<file path="src/rtl/enc_pkg.sv">
// Shared constants and helpers for the registered 4-to-2 priority encoder.
package enc_pkg;

  localparam int unsigned NUM_REQ = 4;
  localparam int unsigned CODE_W  = 2;

  // Expand a 2-bit code into its 4-bit one-hot request mask.
  function automatic logic [NUM_REQ-1:0] onehot(input logic [CODE_W-1:0] code);
    logic [NUM_REQ-1:0] mask;
    mask = '0;
    mask[code] = 1'b1;
    return mask;
  endfunction

endpackage

</file>
<file path="src/rtl/enc_pick4.sv">
// Combinational 4-way picker: searches cand downward from index start, wrapping
// from 0 back to 3, and reports the first set index.
module enc_pick4
  import enc_pkg::*;
(
  input  logic [NUM_REQ-1:0] cand,
  input  logic [CODE_W-1:0]  start,
  output logic [CODE_W-1:0]  sel,
  output logic               any
);

  // Descending search with wrap; the first hit wins.
  always_comb begin
    logic [CODE_W-1:0] idx;
    sel = '0;
    any = 1'b0;
    idx = '0;
    for (int i = 0; i < NUM_REQ; i++) begin
      idx = start - i[CODE_W-1:0];
      if (!any && cand[idx]) begin
        sel = idx;
        any = 1'b1;
      end
    end
  end

endmodule

</file>
<file path="src/rtl/encoder_4_to_2_seq.sv">
// Registered 4-to-2 priority encoder with request capture and a valid/ready
// output. Requests are level-sampled into a pending set and granted one per
// transfer. Define ENCODER_RR_EN for round-robin priority; otherwise index 3
// always wins.
module encoder_4_to_2_seq
  import enc_pkg::*;
(
  input  logic               clk,
  input  logic               rst,
  input  logic [NUM_REQ-1:0] req,
  input  logic               ready,
  output logic [CODE_W-1:0]  code,
  output logic               valid,
  output logic [NUM_REQ-1:0] pending,
  output logic               overrun
);

  logic [NUM_REQ-1:0] pend_q;
  logic [CODE_W-1:0]  code_q;
  logic               valid_q;
  logic               overrun_q;

  logic [NUM_REQ-1:0] cand;
  logic [CODE_W-1:0]  start;
  logic [CODE_W-1:0]  sel;
  logic               any;
  logic               free;
  logic               load;
  logic [NUM_REQ-1:0] pend_d;

`ifdef ENCODER_RR_EN
  logic [CODE_W-1:0] ptr_q;

  // Round-robin pointer: next search begins just below the last grant.
  always_ff @(posedge clk or posedge rst) begin
    if (rst) begin
      ptr_q <= 2'b11;
    end else if (load) begin
      ptr_q <= sel - 2'd1;
    end
  end

  assign start = ptr_q;
`else
  assign start = 2'b11;
`endif

  enc_pick4 u_pick (
    .cand  (cand),
    .start (start),
    .sel   (sel),
    .any   (any)
  );

  // Candidate set, load decision and next pending set; a same-cycle request
  // for the granted index is absorbed by that grant.
  always_comb begin
    cand   = pend_q | req;
    free   = !valid_q || ready;
    load   = free && any;
    pend_d = cand & ~(load ? onehot(sel) : '0);
  end

  // Output, pending and overrun registers.
  always_ff @(posedge clk or posedge rst) begin
    if (rst) begin
      pend_q    <= '0;
      code_q    <= '0;
      valid_q   <= 1'b0;
      overrun_q <= 1'b0;
    end else begin
      pend_q    <= pend_d;
      overrun_q <= |(req & pend_q);
      if (load) begin
        code_q <= sel;
      end
      if (free) begin
        valid_q <= any;
      end
    end
  end

  assign code    = code_q;
  assign valid   = valid_q;
  assign pending = pend_q;
  assign overrun = overrun_q;

endmodule
</file>
<file path="config.mk">
export PLATFORM = sky130hd
export DESIGN_NAME = encoder_4_to_2_seq
export DESIGN_NICKNAME = d
export VERILOG_FILES = /design/src/rtl/enc_pkg.sv /design/src/rtl/enc_pick4.sv /design/src/rtl/encoder_4_to_2_seq.sv
export SDC_FILE = /design/constraint.sdc
export NUM_CORES = 1
export LEC_CHECK = 0
export BUFFER_PORTS_ARGS = -buffer_cell sky130_fd_sc_hd__buf_2
export CAP_MARGIN = 5
export CORE_AREA = 2 2 39 41
export DETAILED_ROUTE_END_ITERATION = 16
export DIE_AREA = 0 0 41 43
export SYNTH_ARGS = -nofsm -noshare
export SYNTH_HDL_FRONTEND = slang
export SYNTH_SLANG_ARGS = --single-unit
</file>
<file path="constraint.sdc">
create_clock -name clk -period 3 [get_ports clk]
set_input_delay 0.15 -clock clk [delete_from_list [all_inputs] [get_ports clk]]
set_output_delay 0.15 -clock clk [all_outputs]
set_load 0.01 [all_outputs]
</file>
Word-level counts from Yosys, hierarchy flattened
Index checks and enable logic that the tools add are counted.

cells by class
  multiplexer cells = 11
  bitwise gates (word level) = 4
  magnitude comparators = 2
  reductions and logical operators = 11

operators with widths
  cell                                                                    number
  4-bit bitwise AND                                                       2
  2-bit 2-to-1 mux                                                        4
  1-bit logical AND                                                       5
  1-bit 2-to-1 mux                                                        5
  1-bit logical NOT                                                       4
  4-bit 2-to-1 mux                                                        1
  4-bit NOT                                                               1
  4-bit OR                                                                1
  4-bit OR reduction                                                      1
  2-bit by 3-bit < comparator with 1-bit output (second input constant)   1
  1-bit demux with 2-bit select                                           1
  2-bit by 1-bit >= comparator with 1-bit output (second input constant)  1
  1-bit logical OR                                                        1

word-level totals
  input bits = 7
  flip-flop bits (word level) = 8
  word-level logic and storage cells = 32

Longest topological paths before layout
Gate-level depths: netlist of run 1.

  depth in word-level cells = 18
  mapped depth = 3
  gate-level depth less buffers = 3

Hierarchy
From an unflattened synthesis of run 1, not the netlist that was laid out.

unflattened totals
  cell total of the unflattened synthesis = 41
  area total of the unflattened synthesis = 444.2 sq um

by module, submodules not included
  module              instances  area each (sq um)  cells an instance  seq. area each (sq um)
  encoder_4_to_2_seq  1          361.6              28                 200.2
  enc_pick4           1          82.6               13                 0.0

Least setup slack after synthesis of run 1
Ideal clock, no wire load.

  path type = reg2reg
  start point = reg pend_q[3] (netlist: pending[3])
  end point = reg pend_q[0] (netlist: pending[0])
  data required time = 2.867 ns
  clock period less this slack = 1.017 ns
  setup slack = 1.983 ns
  arrival = 0.884 ns
  cell stages (with the launch flop) = 4
  path buffers = 0
  cells stage by stage = dfrtp_1 -> nor2_2 -> nor4b_4 -> a21oi_1

on the way
  word-level cells in the longest chain between the ends = 18
  elaborated cells on any way between the ends = 24
  those cells by class = 2 x order compare; 11 x mux; 3 x bitwise; 8 x reduce/logical

RTL lines
  what                                                                                                                                   line                      RTL
  start: declaration                                                                                                                     encoder_4_to_2_seq.sv:18  logic [NUM_REQ-1:0] pend_q;
  start signal: assignment                                                                                                               encoder_4_to_2_seq.sv:72  pend_q <= pend_d;
  4-bit OR (*)                                                                                                                           encoder_4_to_2_seq.sv:58  cand = pend_q | req;
  1-bit 2-to-1 mux                                                                                                                       enc_pick4.sv:20           if (!any && cand[idx]) begin
  1-bit logical NOT                                                                                                                      enc_pick4.sv:20
  1-bit logical AND                                                                                                                      enc_pick4.sv:20
  1-bit 2-to-1 mux                                                                                                                       enc_pick4.sv:20
  1-bit logical NOT                                                                                                                      enc_pick4.sv:20
  1-bit logical AND                                                                                                                      enc_pick4.sv:20
  1-bit 2-to-1 mux                                                                                                                       enc_pick4.sv:20
  [3 not listed]                                                                                                                         --
  2-bit by 3-bit < comparator with 1-bit output (implied by the code) or 2-bit by 1-bit >= comparator with 1-bit output (tied branches)  enc_pkg.sv:11             mask[code] = 1'b1;
  1-bit logical AND (implied by the code)                                                                                                enc_pkg.sv:11
  1-bit 2-to-1 mux (implied by the code)                                                                                                 enc_pkg.sv:11
  1-bit demux with 2-bit select                                                                                                          enc_pkg.sv:11
  4-bit 2-to-1 mux (*)                                                                                                                   encoder_4_to_2_seq.sv:61  pend_d = cand & ~(load ? onehot(sel) : '0);
  4-bit NOT (*)                                                                                                                          encoder_4_to_2_seq.sv:61
  4-bit bitwise AND (*)                                                                                                                  encoder_4_to_2_seq.sv:61
  net pend_d[0]                                                                                                                          encoder_4_to_2_seq.sv:29  logic [NUM_REQ-1:0] pend_d;

The timed path passes the listed nets; every way through them passes the cells marked *.
A chain may end at the register's enable or synchronous reset.

Worst setup path after layout of run 1
  start point = reg pend_q[2] (netlist: pending[2])
  end point = out pending[2]

RTL lines
  what              line                      RTL
  end: declaration  encoder_4_to_2_seq.sv:14  output logic [NUM_REQ-1:0] pending,

No word-level cell between the ends.

==> results.json, run 1 <==
{
  "slowest_delay_ns": 0.50,
  "hp-class": "in -> reg",
  "tightest_slew_ns": 0.299,
  "ys_seq_area_frac": 0.559,
  "rows": 14,
  "final-hold-violation-count": 0,
  "crit_path_start": "pending[2]",
  "wl_um": 756,
  "drv_slew": 0,
  "yosysTopAreaCell": "dfrtp_1",
  "antenna_found_initial": 0,
  "synthAdderAreaFrac": 0,
  "synth_cell_types": 16,
  "synthMuxAreaShare": 0,
  "grt_max_degree": 9,
  "path_max_fanout": 7,
  "synth_compound_area_frac": 0.164,
  "grtUsageTotal": 0.112,
  "dieArea_mm2": 0.00176,
  "initial_core_util": 0.259,
  "vias_per_cell": 4.89,
  "rsz0062_at_grt": "no",
  "grt_pass1_wl_um": 1220,
  "r2r_start": "pending[3]",
  "crit_slowest_cell": "dfrtp_1",
  "firstDrtPassIters": 4,
  "crit_path_start_kind": "flop",
  "yosys.area_share.simple": 0.266,
  "finalSetupViolations": 0,
  "hold_start": "req[1]",
  "cts_made_buffers": 3,
  "first_global_vias": 287,
  "grt-ovfl-total": 0,
  "remaining_drc_errors": 0,
  "cp_top_family": "flip-flops",
  "synthesis.area_um2": 358,
  "syn2layout_area_growth_pct": 34.3,
  "n_fill_cell": 154,
  "htreeDepth": 1,
  "die_w_um": 41,
  "synth_xor_area_frac": 0,
  "cp-end-kind": "output pin",
  "placed_cell_area_um2": 448,
  "ant_nets": 0,
  "synth_top_family_by_area": "simple AND/OR/NAND/NOR gates",
  "clk_pin_slew_worst_paths_ns": 0.05,
  "period_share": 0.363,
  "core_mm2": 0.00138,
  "max_freq_mhz": 917,
  "pin_count": 15,
  "diodes": 0,
  "cellPowerDensity_mw_per_mm2": 492,
  "outcome": "finished, final reports clean",
  "ir_drop_mv": 0.200,
  "path_class": "reg -> out",
  "vias": 313,
  "synth_top_cells_by_area": "dfrtp_1 56%, nor4b_4 6.6%, a22oi_1 4.2%",
  "cts_tree": "done",
  "cp_data_required_time_ns": 2.85,
  "ys_seq_elements": 8,
  "wire_per_inst_um": 11.8,
  "setup_tns_ns": 0,
  "worstPathCellList": "buf_2",
  "drive_above_1_share": 0.438,
  "die_h_um": 43,
  "synthCells": 30,
  "final_area_um2": 480,
  "nets": 57,
  "clockBufferDepth": 2,
  "yosysWarnings": 0,
  "clockRootBuffer": "clkbuf_4",
  "holdWs_ns": 0.143,
  "clkLatencyLatePin_ns": 0.25,
  "cts_sinks": 8,
  "postCtsResizedCells": 0,
  "fin_crit_ns": 1.09,
  "syn_avg_cell_area_um2": 11.9,
  "slew_headroom": 0.800,
  "drt_iter0_drc": 4,
  "gp_routability_congestion": 0.739,
  "fin_skew_ns": 0.00276,
  "portBuffers": 14,
  "p_leak_nw": 0.201,
  "crit_buf_inv": 1,
  "syn_nets": 37,
  "drv_cap": 0,
  "synth_top_area_share": 0.559,
  "arrival_ns": 0.94
}
==> final cells by class <==
type,instances,area (um^2),area share
flip-flops and latches,8,200,0.417
multi-input cells,21,154,0.320
repair buffers,15,80.1,0.167
clock buffers,3,22.5,0.0469
well taps,16,20.0,0.0417
inverters,1,3.75,0.00781
==> worst paths after layout <==
| check | to | slack [ns] | cells after the start |
|---|---|---|---|
| min in group asynchronous | valid | 0.37 | 3 |
| hold / removal | valid | 0.14 | 3 |
| setup reg to reg | pending[0] | 1.95 | 3 |
| max in group asynchronous | code[0] | 2.40 | 3 |
| hold reg to reg | code[0] | 0.51 | 2 |
| setup / recovery | pending[2] | 1.91 | 1 |
==> repair_timing <==
item | CTS | global route
buffers inserted | 0 | 0
hold endpoints to repair | 8 | 0
hold buffers | 1 | 0
==> logic make-up (layout without fill, tap and decap cells) <==
kind of cell           after synthesis  count (layout)
AOI/OAI and AO/OA                    9               9
and+or+nand+nor                     12              12
DFF                                  8               8
buffers and inverters                1              19
==> cells in the final DEF (no fill, tap or decap), drive strengths merged, types with 2 or more instances in the layout <==
cell / count
a22oi: 2
o21ai: 4
clkbuf: 3
nor4: 3
nand2: 2
nor2: 4
buf: 14
dfrtp: 8
==> worst reg2reg max path, stage by stage, from the launching register on <==
cell     delay, ns
dfrtp_1       0.42
nor2_2        0.16
nor4b_4       0.25
a21oi_1       0.10
==> power by group <==
group	switching, mW	internal [mW]
sequential	0.00655	0.114
combinational	0.0175	0.0154
clock	0.0371	0.0458
total	0.0611	0.175
==> Yosys cell counts (all sizes together) <==
master and instances:
nor2 4, o32a 1, a22oi 2, dfrtp 8
and2b 1, inv 1, nor4b 1, a21oi 1
o21ai 4, nand2 2, nor2b 1, nor4 3
o31a 1
==> sequential cells by signal (all words and copies together) (netlist names) <==
| signal | flops |
|---|---|
| pending | 4 |
| code | 2 |
| overrun | 1 |
| valid | 1 |
==> layer usage <==
| metal | share of wire | global-route usage | wire, um |
|---|---|---|---|
| met1 | 0.43 | 0.127 | 323 |
| met2 | 0.45 | 0.138 | 337 |
| met3 | 0.073 | 0.0366 | 55 |
| met4 | 0.053 | 0.140 | 40 |
| met5 | 0 | 0 | 0 |
==> metrics by stage <==
step | power [mW] | setup slack [ns] | utilization | std cells
2_1_floorplan | 0.138 | 1.98 | - | 30
3_3_place_gp | 0.155 | 1.99 | 0.324 | 60
3_5_place_dp | 0.155 | 1.94 | 0.324 | 60
4_1_cts | 0.241 | 1.91 | 0.347 | 64
5_1_grt | 0.253 | 1.86 | 0.347 | 64
6_report | 0.237 | 1.91 | 0.347 | 64
No activity file was read; power rests on OpenSTA's default activity.
==> run 2, diff against run 1 <==
--- a/config.mk
+++ b/config.mk
@@ -5,6 +5,7 @@
 export SDC_FILE = /design/constraint.sdc
 export NUM_CORES = 1
 export LEC_CHECK = 0
+export ABC_AREA = 1
 export BUFFER_PORTS_ARGS = -buffer_cell sky130_fd_sc_hd__buf_2
 export CAP_MARGIN = 5
 export CORE_AREA = 2 2 39 41
==> constraint.sdc (replaced) <==
create_clock -name clk -period 1.1 [get_ports clk]
set_input_delay 0.055 -clock clk [delete_from_list [all_inputs] [get_ports clk]]
set_output_delay 0.055 -clock clk [all_outputs]
set_load 0.01 [all_outputs]
==> run 2 against run 1 <==
Sequential power rose to 2.8 times the previous value. Via count up 7.3%. Critical path type is now reg -> reg. Clock power rose to 2.7 times the previous value. First-iteration DRC count down 25%. Critical endpoint is now pending[1]. Largest cell class unchanged.
==> results.json, run 2 <==
{
  "antenna_found_initial": 0,
  "grt_pass1_wl_um": 1070,
  "wire_per_inst_um": 9.20,
  "setup_tns_ns": 0,
  "die_h_um": 43,
  "core_mm2": 0.00138,
  "ir_drop_mv": 0.458,
  "drv_cap": 0,
  "htreeDepth": 1,
  "seq_area_um2": 200,
  "multiInputGateArea_um2": 175,
  "max_freq_mhz": 997,
  "final_common_cell": "buf_2",
  "rrSetupSlack_ns": 0.1,
  "syn2layout_area_growth_pct": 32.2,
  "async_flop_share": 1.00,
  "diodes": 0,
  "remaining_drc_errors": 0,
  "outcome": "finished, final reports clean",
  "arrival_ns": 1.15,
  "yosysWarnings": 0,
  "pin_count": 15,
  "hold_start": "req[3]",
  "clockRootBuffer": "clkbuf_4",
  "cts_sinks": 8,
  "p_leak_nw": 0.255,
  "n_fill_cell": 140,
  "final-hold-violation-count": 0,
  "crit_path_start_kind": "flop",
  "r2r_cells": 6,
  "post-cts-setup-buffers": 0,
  "worstHoldPathCells": 3,
  "hpwl_um": 558,
  "drv_slew": 0,
  "clkLatencyLatePin_ns": 0.25,
  "cts_tree": "done",
  "ys_seq_elements": 8,
  "cp_data_required_time_ns": 1.24,
  "fin_skew_ns": 0.00236,
  "rsz0062_at_grt": "no",
  "drive_above_1_share": 0.450,
  "ant_nets": 0,
  "synth_top_area_share": 0.505,
  "dieArea_mm2": 0.00176,
  "synth_cell_types": 15,
  "r2r_start": "pending[3]",
  "firstDrtPassIters": 2,
  "synth.most_common_cell": "nand2_1",
  "rows": 14,
  "hp-class": "in -> reg",
  "path_max_fanout": 5,
  "cts_made_buffers": 3,
  "grt-ovfl-total": 0,
  "clockBufferDepth": 2,
  "cellPowerDensity_mw_per_mm2": 1320,
  "syn_avg_cell_area_um2": 9.44,
  "clk_pin_slew_worst_paths_ns": 0.05,
  "period_share": 0.912,
  "drt_iter0_drc": 3,
  "ys_seq_area_frac": 0.505,
  "finalNonFillerCells": 76,
  "rr_endpoint": "pending[1]",
  "nets": 69,
  "slew_headroom": 0.788,
  "netlist_top_cells_count": "11 x nand2_1, 8 x dfrtp_1, 5 x inv_1, 3 x nand3_1, 3 x nor2_4",
  "gp_routability_congestion": 0.646,
  "vias_per_cell": 4.42,
  "synth_top_cells_by_area": "dfrtp_1 50%, nand2_1 10%, nor2_4 8.5%",
  "grt_max_degree": 9,
  "synth_edf_count": 0,
  "wl_um": 699,
  "hold-path-endpoint": "overrun",
  "synthesis.area_um2": 397,
  "yosysTopAreaCell": "dfrtp_1",
  "largest_register_ffs": 4,
  "grtUsageTotal": 0.0980,
  "syn_nets": 49,
  "first_global_vias": 285,
  "layout_common_cells": "14 x buf_2, 11 x nand2_1, 8 x dfrtp_1, 5 x inv_1, 4 x nor2_4",
  "initial_core_util": 0.287,
  "ys.flop_type": "dfrtp_1",
  "fin_crit_ns": 1.00,
  "tightest_slew_ns": 0.318,
  "cp-end-kind": "flop",
  "synthCells": 42,
  "dp.cells": 72,
  "vias": 336,
  "path_class": "reg -> reg",
  "portBuffers": 14,
  "finalSetupViolations": 0,
  "die_w_um": 41
}
run 2: through the flow:
stage | utilization | hold slack [ns] | setup WS, ns | power (mW) | cell area [um^2]
after global routing | 0.379 | 0.0806 | 0.0204 | 0.741 | 524
after CTS | 0.375 | 0.0653 | 0.0452 | 0.702 | 519
after detailed placement | 0.352 | 0.0185 | 0.0520 | 0.476 | 487
after floorplan | - | -0.129 | 0.0802 | 0.424 | 397
after global placement | 0.352 | 0.0141 | 0.0709 | 0.475 | 487
final | 0.379 | 0.0704 | 0.0972 | 0.693 | 524
run 2: worst max-delay path by stage:
stage | start | to | slack (ns) | cells after the start
floorplan | pending[2] | pending[1] | 0.08 | 6
global placement | pending[2] | code[1] | 0.07 | 5
detailed placement | pending[3] | code[1] | 0.05 | 5
CTS | pending[2] | code[1] | 0.05 | 5
global route | pending[3] | pending[1] | 0.02 | 6
finish | pending[3] | pending[1] | 0.1 | 6
run 2: kinds of logic (layout without fill, tap and decap cells):
logic type,count (synthesis),after routing,share of synthesized area
simple gates,25,25,0.401
flops,8,8,0.505
buf+inv,7,25,0.0663
compound gates,2,2,0.0284
run 2: area by class of cell:
type | count | area share
inverter | 7 | 0.0501
timing repair buffer | 15 | 0.153
sequential | 8 | 0.382
clock buffer | 3 | 0.0430
tap | 16 | 0.0382
multi-input combinational | 27 | 0.334
run 2: what timing repair did:
action | 4_1_cts | 5_1_grt
hold buffers | 1 | 0
endpoints found under the setup margin | 0 | 2
resized for setup | 0 | 1
endpoints found under the hold margin | 8 | 0
run 2: worst max-delay path, stage by stage, from the launching register on:
cell     delay, ns
dfrtp_1       0.41
nor2_4        0.16
inv_2         0.06
nor2_4        0.09
nand3_1       0.08
nand2_1       0.06
inv_1         0.04
run 2: metal layers:
metal | vias to the layer above | share of wire | track usage
met5 | - | 0 | 0
met4 | 0 | 0.041 | 0.120
met3 | 4 | 0.087 | 0.0314
met2 | 14 | 0.45 | 0.138
met1 | 146 | 0.42 | 0.0951
li1 | 172 | - | -
run 2: power breakdown:
part,internal [mW],switching [mW],leakage [nW]
Sequential,0.320,0.0192,0.0842
Combinational,0.0542,0.0791,0.157
Clock,0.125,0.0955,0.0138
Total,0.499,0.194,0.255
==> run 3, diff against run 2 <==
--- a/config.mk
+++ b/config.mk
@@ -5,12 +5,12 @@
 export SDC_FILE = /design/constraint.sdc
 export NUM_CORES = 1
 export LEC_CHECK = 0
-export ABC_AREA = 1
 export BUFFER_PORTS_ARGS = -buffer_cell sky130_fd_sc_hd__buf_2
 export CAP_MARGIN = 5
 export CORE_AREA = 2 2 39 41
 export DETAILED_ROUTE_END_ITERATION = 16
 export DIE_AREA = 0 0 41 43
+export SKIP_LAST_GASP = 1
 export SYNTH_ARGS = -nofsm -noshare
 export SYNTH_HDL_FRONTEND = slang
 export SYNTH_SLANG_ARGS = --single-unit
==> run 3 against run 2 <==
Clock skew is 0.0036 ns higher. Largest cell class unchanged. Highest routed layer unchanged. First-iteration DRC count is 67% lower. Utilization is 2.5 points lower. Die area stayed put. Register-to-register slack worse by 0.03 ns. Cell count is 16% lower. Global-route usage is 0.90 points higher. Critical path depth is 4 lower. Via count is 8.6% lower. Power is 6.8% lower. Hold slack worse by 0.0040 ns.
==> results.json, run 3 (synthesis results as in run 1) <==
{
  "outcome": "finished, final reports clean",
  "vias": 307,
  "hold-path-endpoint": "valid",
  "p_leak_nw": 0.205,
  "syn2layout_area_growth_pct": 36.7,
  "clkLatencyLatePin_ns": 0.25,
  "crit_buf_inv": 0,
  "cts_tree": "done",
  "antenna_found_initial": 0,
  "cts_sinks": 8,
  "portBuffers": 14,
  "drv_cap": 0,
  "layout_common_cells": "14 x buf_2, 8 x dfrtp_1, 3 x nor2_1, 3 x clkbuf_4",
  "initial_core_util": 0.259,
  "drt_iter0_drc": 1,
  "grt_max_degree": 9,
  "fin_skew_ns": 0.00598,
  "cellPowerDensity_mw_per_mm2": 1320,
  "slowest_delay_ns": 0.46,
  "die_w_um": 41,
  "htreeDepth": 1,
  "final-hold-violation-count": 0,
  "nets": 57,
  "r2r_start": "pending[2]",
  "slew_headroom": 0.794,
  "rsz0062_at_grt": "no",
  "period_share": 0.935,
  "grtUsageTotal": 0.107,
  "holdWs_ns": 0.0664,
  "clockRootBuffer": "clkbuf_4",
  "tightest_slew_ns": 0.308,
  "grt_pass1_wl_um": 1190,
  "diodes": 0,
  "hp-class": "in -> reg",
  "dieArea_mm2": 0.00176,
  "cp_top_family": "flip-flops",
  "rr_endpoint": "pending[0]",
  "setup_tns_ns": 0,
  "drv_slew": 0,
  "wl_um": 750,
  "clockBufferDepth": 2,
  "pin_count": 15,
  "rows": 14,
  "die_h_um": 43,
  "worstPathCellList": "nor4b_4, a21oi_1",
  "gp_routability_congestion": 0.739,
  "remaining_drc_errors": 0,
  "r2r_cells": 2,
  "clk_pin_slew_worst_paths_ns": 0.06,
  "arrival_ns": 1.16,
  "path_class": "reg -> reg",
  "hold_start": "req[1]",
  "rrSetupSlack_ns": 0.07,
  "ant_nets": 0,
  "hpwl_um": 580,
  "worstHoldPathCells": 3,
  "cts_made_buffers": 3,
  "path_max_fanout": 7,
  "core_mm2": 0.00138,
  "grt-ovfl-total": 0,
  "firstDrtPassIters": 3,
  "final_common_cell": "buf_2",
  "ir_drop_mv": 0.452,
  "vias_per_cell": 4.80,
  "fin_crit_ns": 1.03,
  "post-cts-setup-buffers": 0,
  "crit_path_start_kind": "flop",
  "largest_register_ffs": 4,
  "cp_data_required_time_ns": 1.23,
  "drive_above_1_share": 0.438,
  "finalSetupViolations": 0,
  "wire_per_inst_um": 11.7,
  "crit_slowest_cell": "dfrtp_1",
  "cp-end-kind": "flop",
  "first_global_vias": 279,
  "max_freq_mhz": 972
}
==> run 3: worst max-delay path by stage <==
stage | startpoint | end | cells past startpoint
2_1_floorplan | pending[3] | pending[0] | 3
4_1_cts | pending[3] | pending[0] | 3
3_3_place_gp | pending[2] | pending[0] | 2
6_report | pending[2] | pending[0] | 2
5_1_grt | pending[3] | pending[0] | 3
3_5_place_dp | pending[3] | pending[0] | 3
==> run 3: metal layers <==
metal  part of all wire  vias to the layer above  track usage
met1               0.43                      143        0.114
met5                  0                        -            0
met4              0.019                        0        0.120
met3              0.072                        2       0.0366
met2               0.48                       10        0.144
li1                   -                      152            -
==> run 3: stage by stage <==
step | cells | cell area, um^2 | setup WS, ns | utilization | total power, mW
after detailed placement | 60 | 448 | 0.0587 | 0.324 | 0.423
after global placement | 60 | 448 | 0.0859 | 0.324 | 0.422
final | 64 | 489 | 0.0715 | 0.354 | 0.646
after floorplan | 30 | 358 | 0.0830 | - | 0.377
after global routing | 64 | 489 | 0.00325 | 0.354 | 0.693
after CTS | 64 | 480 | 0.0560 | 0.347 | 0.659
==> run 3: cell type report <==
class                   instances  area, um^2
clock buffers                   3        22.5
repair buffers                 15        80.1
flip-flops and latches          8         200
multi-input cells              21         163
well taps                      16        20.0
fillers                       150         895
inverters                       1        3.75
==> run 3: tightest hold or removal path, cell delays in order <==
cell and delay, ns:
buf_2 0.12, nor4_4 0.05, nand2_1 0.06
==> run 3: where the power goes <==
group / internal [mW] / switching, mW / leakage (nW)
Sequential: 0.312 / 0.0182 / 0.0816
Clock: 0.125 / 0.0999 / 0.0138
Combinational: 0.0421 / 0.0491 / 0.110
Total: 0.479 / 0.167 / 0.205
==> run 3: timing repair <==
action,in CTS,in global routing
hold buffers,1,0
hold endpoints to repair,8,0
setup endpoints to repair,0,3
gates resized for setup,0,1
